$ cat config.mk
export PLATFORM = sky130hd
export DESIGN_NAME = vga_sync_decoder
export DESIGN_NICKNAME = d
export VERILOG_FILES = /design/src/rtl/vga_sync_decoder.sv
export SDC_FILE = /design/constraint.sdc
export NUM_CORES = 1
export LEC_CHECK = 0
export CORE_MARGIN = 2
export CORE_UTILIZATION = 55
export CTS_CLUSTER_DIAMETER = 150
export DETAILED_ROUTE_END_ITERATION = 8
export PLACE_DENSITY = 0.8
export SLEW_MARGIN = 10
export SYNTH_ARGS = -nofsm -noshare
export SYNTH_HDL_FRONTEND = slang
export SYNTH_SLANG_ARGS = --single-unit
$ cat constraint.sdc
create_clock -name clk -period 2.1 [get_ports clk]
set_input_delay 0.21 -clock clk [delete_from_list [all_inputs] [get_ports clk]]
set_output_delay 0.21 -clock clk [all_outputs]
set_load 0.03 [all_outputs]
$ cat src/rtl/vga_sync_decoder.sv
// Recovers line/frame position and pixel coordinates from VGA hsync/vsync,
// validates every line and frame against the nominal timing and tracks lock.
module vga_sync_decoder #(
    parameter int H_SYNC      = 96,
    parameter int H_BACK      = 48,
    parameter int H_ACTIVE    = 640,
    parameter int H_TOTAL     = 800,
    parameter int V_SYNC      = 2,
    parameter int V_BACK      = 33,
    parameter int V_ACTIVE    = 480,
    parameter int V_TOTAL     = 525,
    parameter int LOCK_FRAMES = 2
) (
    input  logic       clk,
    input  logic       rst,
    input  logic       hsync,
    input  logic       vsync,
    output logic [9:0] pixel_x,
    output logic [9:0] pixel_y,
    output logic       active,
    output logic       frame_start,
    output logic       locked,
    output logic       err_pulse,
    output logic [7:0] err_count
);

    localparam logic [9:0] H_START = 10'(H_SYNC + H_BACK);
    localparam logic [9:0] H_END   = 10'(H_SYNC + H_BACK + H_ACTIVE);
    localparam logic [9:0] H_LAST  = 10'(H_TOTAL - 1);
    localparam logic [9:0] HS_LAST = 10'(H_SYNC - 1);
    localparam logic [9:0] V_START = 10'(V_SYNC + V_BACK);
    localparam logic [9:0] V_END   = 10'(V_SYNC + V_BACK + V_ACTIVE);
    localparam logic [9:0] V_LAST  = 10'(V_TOTAL - 1);
    localparam logic [7:0] LOCK_N  = 8'(LOCK_FRAMES);

    typedef enum logic [1:0] {SEARCH, TRACK, LOCKED} state_t;

    state_t     state, state_nxt;
    logic [7:0] good_frames, good_nxt;
    logic       hsync_q;
    logic       vs_line;
    logic [9:0] h_cnt, v_cnt;

    logic hs_fall, hs_rise, fs_det, viol;
    logic hwin, vwin;

    assign hs_fall = hsync_q & ~hsync;
    assign hs_rise = ~hsync_q & hsync;
    // vs_line holds vsync as seen at the previous line start, so a frame
    // begins on the first line start that finds vsync low.
    assign fs_det  = hs_fall & ~vsync & vs_line;

    always_comb begin
        viol = 1'b0;
        if (state != SEARCH) begin
            viol = (hs_fall && h_cnt != H_LAST)  ||
                   (hs_rise && h_cnt != HS_LAST) ||
                   (fs_det  && v_cnt != V_LAST)  ||
                   (!hs_fall && h_cnt == H_LAST);
        end
    end

    always_comb begin
        state_nxt = state;
        good_nxt  = good_frames;
        case (state)
            SEARCH: begin
                if (fs_det) begin
                    state_nxt = TRACK;
                    good_nxt  = 8'd0;
                end
            end
            TRACK: begin
                if (viol) begin
                    state_nxt = SEARCH;
                    good_nxt  = 8'd0;
                end else if (fs_det) begin
                    good_nxt = good_frames + 8'd1;
                    if (good_nxt >= LOCK_N) state_nxt = LOCKED;
                end
            end
            LOCKED: begin
                if (viol) begin
                    state_nxt = SEARCH;
                    good_nxt  = 8'd0;
                end
            end
            default: begin
                state_nxt = SEARCH;
                good_nxt  = 8'd0;
            end
        endcase
    end

    always_ff @(posedge clk or negedge rst) begin
        if (!rst) begin
            state       <= SEARCH;
            good_frames <= 8'd0;
            hsync_q     <= 1'b1;
            vs_line     <= 1'b1;
            h_cnt       <= 10'd0;
            v_cnt       <= 10'd0;
            frame_start <= 1'b0;
            err_pulse   <= 1'b0;
            err_count   <= 8'd0;
        end else begin
            state       <= state_nxt;
            good_frames <= good_nxt;
            hsync_q     <= hsync;
            frame_start <= fs_det;
            err_pulse   <= viol;
            if (viol && err_count != 8'hFF) err_count <= err_count + 8'd1;

            if (hs_fall)                h_cnt <= 10'd0;
            else if (h_cnt != 10'h3FF)  h_cnt <= h_cnt + 10'd1;

            if (hs_fall) begin
                vs_line <= vsync;
                if (fs_det)                 v_cnt <= 10'd0;
                else if (v_cnt != 10'h3FF)  v_cnt <= v_cnt + 10'd1;
            end
        end
    end

    assign locked  = (state == LOCKED);
    assign hwin    = (h_cnt >= H_START) && (h_cnt < H_END);
    assign vwin    = (v_cnt >= V_START) && (v_cnt < V_END);
    assign active  = locked & hwin & vwin;
    assign pixel_x = active ? (h_cnt - H_START) : 10'd0;
    assign pixel_y = active ? (v_cnt - V_START) : 10'd0;

endmodule
==> reports/metrics.yaml <==
critical_path:
  worst_ep_arrival_time_ns: 2.26
  worst_path_largest_cell_delay_ns: 0.44
  cp_max_fo: 7
  required_ns: 1.89
  endpoint_kind: "primary output"
  crit_chain: "inv_1 > ha_1 > nand2_2 > nand2_1 > nand3_2 > o2111ai_4 > buf_12 > a21oi_4 > buf_6"
  worst-path-buf-inv: 3
  crit_slowest_cell: "dfrtp_1"
  critPathLaunchType: "flop"
  path_delay_family: "buffers and inverters"
  timing_worst_setup_path_type: "reg -> out"
layout:
  drive_above_1_share_pct: 38.1
  finalInstanceArea_um2: 4030
  insertedDiodeCount: 0
  fin_nets: 404
  syn_to_final_growth_pct: 46.4
  fin_cells: 458
timing:
  clock.fmax_mhz: 406
  relSlewSlack_pct: 63.0
  rsz0062_at_grt: "yes"
  min_period_ns: 2.47
  period_share_pct: 117
  finalSetupViolCount: 31
  hold_viol_final: 0
  fin_hold_ws_ns: 0.462
  worst_slack_ns: -0.366
  finalClockSkew_ns: 0.0142
  slew_viol_final: 0
  tightestPinTransition_ns: 0.556
floorplanning:
  rows: 25
  die_h_um: 74.7
  coreArea_um2: 4790
  start_util_pct: 57.5
  io_pins: 36
  die_w_um: 74.7
  dieArea_um2: 5580
logic_synthesis:
  ys_warn_count: 0
  synth_cell_types: 58
  ys_seq_elements: 42
  synthFlopType: "dfrtp_1"
  synth_edf_count: 0
  syn_nets: 329
  syn_area_um2: 2750
  syn_inst: 315
  synthArstFlopShare_pct: 100
  yosysSeqAreaShare_pct: 38.3
  syn_avg_cell_area_um2: 8.73
route:
  wl_um: 9010
  avgViaCountPerCell: 6.26
  wl_per_cell_um: 19.7
  post-route-drc-count: 0
  drt_first_pass_iters: 5
  drt-initial-drc-count: 364
  num_vias: 2867
  ant_nets: 0
clock_network:
  numCtsBuffers: 5
  clk_pin_slew_ns: 0.08
  clkLatencyLatePin_ns: 0.31
  clock-sinks: 42
  tritoncts: "yes"
  cts_max_level: 2
  cts_root_buffer: "clkbuf_8"
  clockBufferDepth: 2
min_path:
  hp-class: "in -> reg"
grt:
  grt_pass1_vias: 2371
  grt_pass1_wl_um: 11200
  gr-total-overflow: 0
  grt_max_degree: 43
  grt_usage_pct: 26.2
  antenna_found_initial: 0
place:
  gp_congestion: 0.922
  postPlaceCellArea_um2: 3410
  dp_cells: 435
  numPortBuffers: 35
  hpwl_um: 4670
  dpl_worst_slack_ns: -0.0752
power:
  report.power.total_mw: 2.56
  p_leak_nw: 1.74
  ir_worst_vdd_v: 0.00107
  powerDensity_nw_per_um2: 635
run:
  max_cap_violations: 0
status:
  failed_checks: "setup timing"
  outcome: "complete, but fails checks"
-- registers in the layout (all words and copies together), names as in the netlist --
| signal | count |
|---|---|
| h_cnt | 10 |
| v_cnt | 10 |
| err_count | 8 |
| good_frames | 8 |
| state | 2 |
| err_pulse | 1 |
| frame_start | 1 |
| hsync_q | 1 |
| vs_line | 1 |
-- logic make-up after synthesis --
family	after synthesis	synth area share (%)
AND/OR/NAND/NOR	144	27.7
AO/OA/AOI/OAI	53	13.6
flip-flops	42	38.3
buffers and inverters	35	5.69
XOR/XNOR	27	8.60
adder cells (fa/ha/maj)	10	4.55
multiplexers	4	1.55
-- where the power goes --
group | internal (mW) | total, mW | switching [mW]
Clock | 0.235 | 0.543 | 0.307
Sequential | 0.909 | 1.06 | 0.146
Combinational | 0.431 | 0.960 | 0.528
-- final cells by class --
cell class                      count  area [um2]
Clock buffer                        6        72.6
Clock inverter                      2        13.8
Fill cell                         255         759
Inverter                           20        77.6
Multi-Input combinational cell    239        1940
Sequential cell                    42        1060
Tap cell                           67        83.8
Timing Repair Buffer               82         776
-- cell usage after synthesis (2+ instances only) --
master      n  area share [%]
a31oi_1     3            0.68
dfstp_2     2             1.9
xnor2_1    22             7.0
dfrtp_1    40              36
nand4_1     7             1.6
nand4b_1    2            0.64
o2bb2ai_1   2            0.64
nand2_1    20             2.7
a21o_1      6             1.6
a41o_1      2            0.73
or3_1       3            0.68
clkbuf_1    5            0.68
nor2b_1     5             1.1
and3_1      8             1.8
buf_2       7             1.3
o22ai_1     2            0.45
nor4_1      6             1.4
xor2_1      5             1.6
ha_1       10             4.5
buf_6       2            0.82
nand3_1    13             2.4
nor2_1     43             5.9
mux2i_1     2            0.73
inv_1      20             2.7
o21ai_0    11             2.0
nand2b_1    7             1.6
a21oi_1    13             2.4
nor3_1     16             2.9
a211o_1     2            0.64
-- cells in the final DEF, fill, tap and decap left out, types with 8 or more instances in the layout --
cell,n
nor2_4,14
o21ai_0,9
a21oi_1,8
dfrtp_1,36
inv_1,19
nor3_1,10
nor2_1,26
buf_6,24
nand3_1,10
nand2_1,17
ha_1,9
buf_4,40
xnor2_1,21
clkdlybuf4s50_1,13
-- per-stage QoR --
stage / setup TNS (ns) / util (%)
floorplan: -0.204 / -
finish: -7.08 / 84.1
global placement: -0.0544 / 71.3
detailed placement: -0.227 / 71.3
global route: -8.34 / 84.1
CTS: -3.88 / 76.7
-- timing repair --
| item | in CTS | in global routing |
|---|---|---|
| endpoints found under the setup margin | 23 | 36 |
| hold buffers | 1 | 0 |
| gates resized for setup | 36 | 52 |
| pin swaps | 10 | 28 |
| buffers inserted | 1 | 11 |
| cloned | 0 | 2 |
| hold endpoints to repair | 35 | 0 |
-- worst paths after layout --
path	startpoint	end	slack [ns]	cells past startpoint
setup / recovery	h_cnt[4]$_DFFE_PN0P_	pixel_x[6]	-0.37	9
hold / removal	hsync	hsync_q$_DFF_PN1_	0.46	1
setup reg to reg	v_cnt[1]$_DFFE_PN0P_	err_count[1]$_DFFE_PN0P_	-0.20	9
hold reg to reg	err_count[5]$_DFFE_PN0P_	err_count[5]$_DFFE_PN0P_	0.53	1
max in group asynchronous	rst	h_cnt[7]$_DFFE_PN0P_	1.18	3
min in group asynchronous	rst	v_cnt[5]$_DFFE_PN0P_	0.51	3
-- metal layers --
metal | share of wire, % | global-route usage [%] | wire (um) | up-vias
met3 | 6.7 | 4.69 | 601 | 39
met2 | 50 | 41.8 | 4510 | 167
li1 | - | - | - | 1249
met1 | 38 | 36.8 | 3460 | 1412
met5 | 0 | 0 | 0 | -
met4 | 4.9 | 7.74 | 438 | 0
Power figures use the tool's default switching activity.
